**config.mk**
```make
export PLATFORM = sky130hd
export DESIGN_NAME = cic_decimator
export DESIGN_NICKNAME = d
export VERILOG_FILES = /design/src/rtl/cic_decimator.sv
export SDC_FILE = /design/constraint.sdc
export NUM_CORES = 1
export LEC_CHECK = 0
export ABC_AREA = 1
export CAP_MARGIN = 20
export CORE_MARGIN = 5
export CORE_UTILIZATION = 64
export CTS_CLUSTER_SIZE = 24
export DETAILED_ROUTE_END_ITERATION = 8
export PLACE_DENSITY = 0.79
export SYNTH_ARGS = -nofsm -noshare
export SYNTH_HDL_FRONTEND = slang
export SYNTH_SLANG_ARGS = --single-unit
```
**constraint.sdc**
```tcl
create_clock -name clk -period 3 [get_ports clk]
set_input_delay 0.6 -clock clk [delete_from_list [all_inputs] [get_ports clk]]
set_output_delay 0.6 -clock clk [all_outputs]
set_load 0.02 [all_outputs]
```
**src/rtl/cic_decimator.sv**
```systemverilog
// CIC decimator for a 1-bit PDM microphone stream: ORDER pipelined integrators
// running on the pdm_en strobe, decimation by 2^DEC_LOG2, and ORDER comb stages on clk.
module cic_decimator #(
    parameter int ORDER    = 4,
    parameter int DEC_LOG2 = 4,
    parameter int OUT_W    = 17
) (
    input  logic             clk,
    input  logic             rst,
    input  logic             pdm_en,
    input  logic             pdm_in,
    output logic [OUT_W-1:0] y_out,
    output logic             y_valid
);

    logic [OUT_W-1:0]    integ [ORDER];
    logic [OUT_W-1:0]    comb_q [ORDER];
    logic [OUT_W-1:0]    comb_d [ORDER];
    logic [ORDER-1:0]    comb_vld;
    logic [DEC_LOG2-1:0] cnt;
    logic [OUT_W-1:0]    dec_sample;
    logic                dec_valid;
    logic [OUT_W-1:0]    pdm_ext;

    logic [OUT_W-1:0]    stage_in [ORDER];
    logic [ORDER-1:0]    stage_vld;

    assign pdm_ext = {{(OUT_W-1){1'b0}}, pdm_in};

    // Comb stage k takes its data and valid from the previous stage; stage 0 takes the decimated sample.
    // NOTE: every variable written in always_comb gets a value on every path, so no latch is inferred.
    always_comb begin
        stage_in[0]  = dec_sample;
        stage_vld[0] = dec_valid;
        for (int k = 1; k < ORDER; k++) begin
            stage_in[k]  = comb_q[k-1];
            stage_vld[k] = comb_vld[k-1];
        end
    end

    // Integrators and decimation counter advance only on pdm_en; wrap-around is intentional.
    // NOTE: non-blocking assignments make every integrator use its pre-edge neighbour, giving the pipelined chain.
    always_ff @(posedge clk) begin
        if (rst) begin
            // NOTE: the register arrays are cleared explicitly; a filter restart must not see stale history.
            for (int k = 0; k < ORDER; k++) integ[k] <= '0;
            cnt        <= '0;
            dec_sample <= '0;
            dec_valid  <= 1'b0;
        end else begin
            dec_valid <= 1'b0;
            if (pdm_en) begin
                integ[0] <= integ[0] + pdm_ext;
                for (int k = 1; k < ORDER; k++) integ[k] <= integ[k] + integ[k-1];
                cnt <= cnt + 1'b1;
                if (&cnt) begin
                    dec_sample <= integ[ORDER-1];
                    dec_valid  <= 1'b1;
                end
            end
        end
    end

    // Comb pipeline runs on every clock so it drains regardless of the strobe pattern.
    always_ff @(posedge clk) begin
        if (rst) begin
            for (int k = 0; k < ORDER; k++) begin
                comb_q[k] <= '0;
                comb_d[k] <= '0;
            end
            comb_vld <= '0;
            y_out    <= '0;
            y_valid  <= 1'b0;
        end else begin
            for (int k = 0; k < ORDER; k++) begin
                if (stage_vld[k]) begin
                    comb_q[k] <= stage_in[k] - comb_d[k];
                    comb_d[k] <= stage_in[k];
                end
            end
            comb_vld <= stage_vld;
            y_valid  <= comb_vld[ORDER-1];
            if (comb_vld[ORDER-1]) y_out <= comb_q[ORDER-1];
        end
    end

endmodule

```
Word-level counts from Yosys, hierarchy flattened
Memory sizes are Yosys's and may differ from the RTL's. A register that Yosys moved wholly into a read port is not among the register bits.
Cells that the tools add are included.
- reductions and logical operators: 3
- multipliers: 0
- bitwise gates (word level): 13
- add/subtract/negate cells: 9
- mux-type cells: 30
- div/mod/pow operators: 0
- order comparisons: 0
- eq/ne operators: 0
- shifts and indexed selects: 0
- operators by type and width (operator ; count):
    2-to-1 mux 17 bit ; 12
    subtractor 17 bit ; 4
    adder 17 bit ; 3
    2-to-1 mux 1 bit ; 18
    adder 17 x 1 -> 17 bit ; 1
    OR 1 bit ; 12
    AND reduction 5 bit ; 1
    adder 4 x 1 -> 4 bit (second input constant) ; 1
    AND reduction 4 bit ; 1
    OR reduction 2 bit ; 1
    inverter 1 bit ; 1
- bits in latches: 0
- memory bits (writable): 204
- input port bits: 4
- logic and storage cells: 63
- memories kept: 3
- memory bits (read-only): 0
- flip-flop bits (word level): 27
- output and inout port bits: 18
- memories (memory ; words ; width ; read ports ; clocked after memory_dff ; write ports ; line ; text):
    comb_d ; 4 ; 17 ; 4 ; 0 ; 4 ; 18 ; logic [OUT_W-1:0] comb_d [ORDER];
    comb_q ; 4 ; 17 ; 4 ; 1 ; 4 ; 17 ; logic [OUT_W-1:0] comb_q [ORDER];
    integ ; 4 ; 17 ; 4 ; 0 ; 4 ; 16 ; logic [OUT_W-1:0] integ [ORDER];

Longest topological paths before layout
- word-level depth: 4
- mapped depth: 13
- gate-level depth less buffers: 13

Least setup slack after synthesis
Ideal clock, no wire load.
- kind: in2reg
- start point: input port rst
- end point: memory integ[0][0] (enable)
- stages on the path: 3
- buffers on the path: 1
- data required time: 2.571 ns
- path slack: 0.228 ns
- setup time: 0.429 ns
- arrival time: 2.343 ns
- cells stage by stage: buf_2 inv_2 nand2_1
- RTL lines (what ; line ; text):
    from (decl) ; 9 ; input logic rst,
    to (decl) ; 16 ;

Worst setup path after layout
- start point: register y_out[0] (read register of comb_q)
- end point: output port y_out[0]
- RTL lines (what ; line ; text):
    from (decl) ; 12 ; output logic [OUT_W-1:0] y_out,
No word-level cell between the ends.

==> results.sh <==
export IMPL_status="finished, final reports clean"
export IMPL_drc=0
export IMPL_synth_top_cell_by_area="edfxtp_1"
export IMPL_grt_use_total_pct=22.7
export IMPL_hp_class="flop to flop"
export IMPL_final_antenna_net_count=0
export IMPL_htree_levels=1
export IMPL_finClkSkew_ns=0.0186
export IMPL_power_frac_clock_pct=38.6
export IMPL_finalCriticalPeriod_ns=2.10
export IMPL_grt_max_degree=70
export IMPL_finalHoldViolCount=0
export IMPL_sequentialPowerShare_pct=47.9
export IMPL_synth_avg_cell_area_um2=7.66
export IMPL_path_clk_slew_ns=0.06
export IMPL_syn_area_mm2=0.0156
export IMPL_clock_sinks=248
export IMPL_core_area_mm2=0.0242
export IMPL_syn_nets=2164
export IMPL_wirelength_mm=31.6
export IMPL_start_kind="flop"
export IMPL_p_int_mw=6.11
export IMPL_dieArea_mm2=0.0276
export IMPL_place_area_mm2=0.0162
export IMPL_grt_pass1_wl_mm=54.0
export IMPL_cp_end_kind="output pin"
export IMPL_slowest_delay_ns=0.62
export IMPL_place_port_buffers=21
export IMPL_crit_family="buffers and inverters"
export IMPL_first_pass_iters=5
export IMPL_die_h_um=166
export IMPL_synth_distinct_cells=40
export IMPL_route_vias_total=12571
export IMPL_yosys_most_used_dff="edfxtp_1"
export IMPL_powerDensity_mw_per_mm2=490
export IMPL_overflow=0
export IMPL_mostFrequentLayoutCell="nand2_1"
export IMPL_io_pins=22
export IMPL_crit_fanout=2
export IMPL_root_buffer="clkbuf_16"
export IMPL_worstPathArrival_ns=1.50
export IMPL_postCtsSetupBuffers=0
export IMPL_nNetsFinal=2197
export IMPL_setup_tns_ns=0
export IMPL_synthArstFlopShare_pct=0
export IMPL_grt_pass1_vias=11803
export IMPL_maxCapViolCount=0
export IMPL_ctsLongestPathBuffers=3
export IMPL_tightest_slew_ns=0.681
export IMPL_antenna_cells=0
export IMPL_ys_warn_count=0
export IMPL_first_iter_violations=802
export IMPL_path_cells="clkdlybuf4s50_1"
export IMPL_p_total_mw=8.36
export IMPL_antenna_found_initial=0
export IMPL_routabilityCongestion=0.868
export IMPL_setup_ws_ns=0.902
export IMPL_cts_tree="done"
export IMPL_stdcell_area_mm2=0.0170
export IMPL_utilization_pct=70.5
export IMPL_period_share_pct=69.9
export IMPL_netlist_instances=2038
export IMPL_setup_violations=0
export IMPL_layout_drive_gt1_share_pct=3.92
export IMPL_critPathKind="flop to output pin"
export IMPL_crit_required_ns=2.40
export IMPL_final_cells=2416
export IMPL_power_frac_comb_pct=13.5
export IMPL_cp_num_buf_inv=1
export IMPL_power_leakage_nw=8.26
export IMPL_synth_top_area_share_pct=39.2
export IMPL_ys_ff_latch=248
export IMPL_hold_slack_ns=0.476
export IMPL_irDropWorstVdd_v=0.000472
export IMPL_initial_utilization_pct=64.6
export IMPL_drt_vias_per_instance=5.20
export IMPL_p_switching_mw=2.24
export IMPL_clock_fmax_mhz=477
export IMPL_area_growth_pct=9.11
export IMPL_dpl_hpwl_mm=23.1
export IMPL_slew_headroom_pct=54.6
export IMPL_pre_cts_ws_ns=0.597
export IMPL_synth_edff_count=204
export IMPL_grt_setup_unrepaired="false"
export IMPL_die_w_um=166
export IMPL_cpMaxStageDelayCell="clkdlybuf4s50_1"
export IMPL_postCtsHoldBufs=0
export IMPL_synth_area_leaders="edfxtp_1, nand2_1, ha_1, inv_1, nor2_1"
export IMPL_num_rows=57
export IMPL_cts_buffers=27
export IMPL_layout_common_cells="nand2_1, inv_1, nor2_1"
export IMPL_dp_cells=2366
export IMPL_worstSkewPairLatency_ns=0.54
export IMPL_switching_share_pct=26.9
export IMPL_drv_slew=0
export IMPL_post_cts_resized=0
export IMPL_wl_per_cell_um=13.1
export IMPL_ys_seq_area_share_pct=44.9
per-layer routing:
layer	vias to the layer above	part of all wire, %	wire length [um]	global-route usage [%]
met3	32	4.1	1290	2.69
li1	6566	-	-	-
met1	5727	45	14400	30.3
met4	0	1.4	453	4.98
met2	246	49	15500	40.2
met5	-	0	0	0
path summary, 6_finish.rpt:
| kind | start | to | slack, ns | cells past startpoint |
|---|---|---|---|---|
| worst min-delay path | dec_sample[8] | dec_sample[8] | 0.48 | 2 |
| worst min register to register | dec_sample[8] | dec_sample[8] | 0.48 | 2 |
| worst max-delay path | y_out[0] | y_out[0] | 0.90 | 1 |
| worst max register to register | comb_q[0][0] | comb_q[1][16] | 0.90 | 12 |
logic make-up (layout without fill, tap and decap cells):
logic type	Yosys count	in the layout	share of synthesized area (%)
buffers and inverters	412	466	10.3
AOI/OAI and AO/OA	281	281	9.40
adders and majority gates	122	122	10.1
and+or+nand+nor	966	966	24.8
DFF	248	248	44.9
xor gates and xnor gates	9	9	0.505
synth_stat cells, drive strengths merged, types with 8 or more instances:
| cell type | n |
|---|---|
| and2 | 14 |
| dfxtp | 44 |
| o21bai | 14 |
| nor2 | 284 |
| edfxtp | 204 |
| nand2 | 562 |
| o21ai | 86 |
| inv | 382 |
| nor3 | 31 |
| nand3 | 56 |
| buf | 24 |
| or2 | 8 |
| a21oi | 176 |
| ha | 115 |
power by group through the flow:
stage	Clock (mW)	Sequential, mW	Combinational (mW)
floorplan	0	4.03	0.876
global placement	0	4.07	1.07
detailed placement	0	4.08	1.11
CTS	3.29	4.00	1.12
global route	3.47	4.02	1.30
finish	3.23	4.00	1.13
cell type report:
class	count	area (um^2)
clock buffer	33	738
clock inverter	17	133
fill	1942	7130
inverter	383	1440
multi-input combinational	1378	7010
sequential	248	7010
tap	324	405
timing repair buffer	33	313
registers in the layout (all words and copies together) (netlist names):
| name | cells |
|---|---|
| dec_valid | 1 |
| y_out | 17 |
| y_valid | 1 |
| integ | 68 |
| comb_d | 68 |
| comb_vld | 4 |
| cnt | 4 |
| dec_sample | 17 |
| comb_q | 68 |
Note: power is estimated with default switching activity, not from simulation.
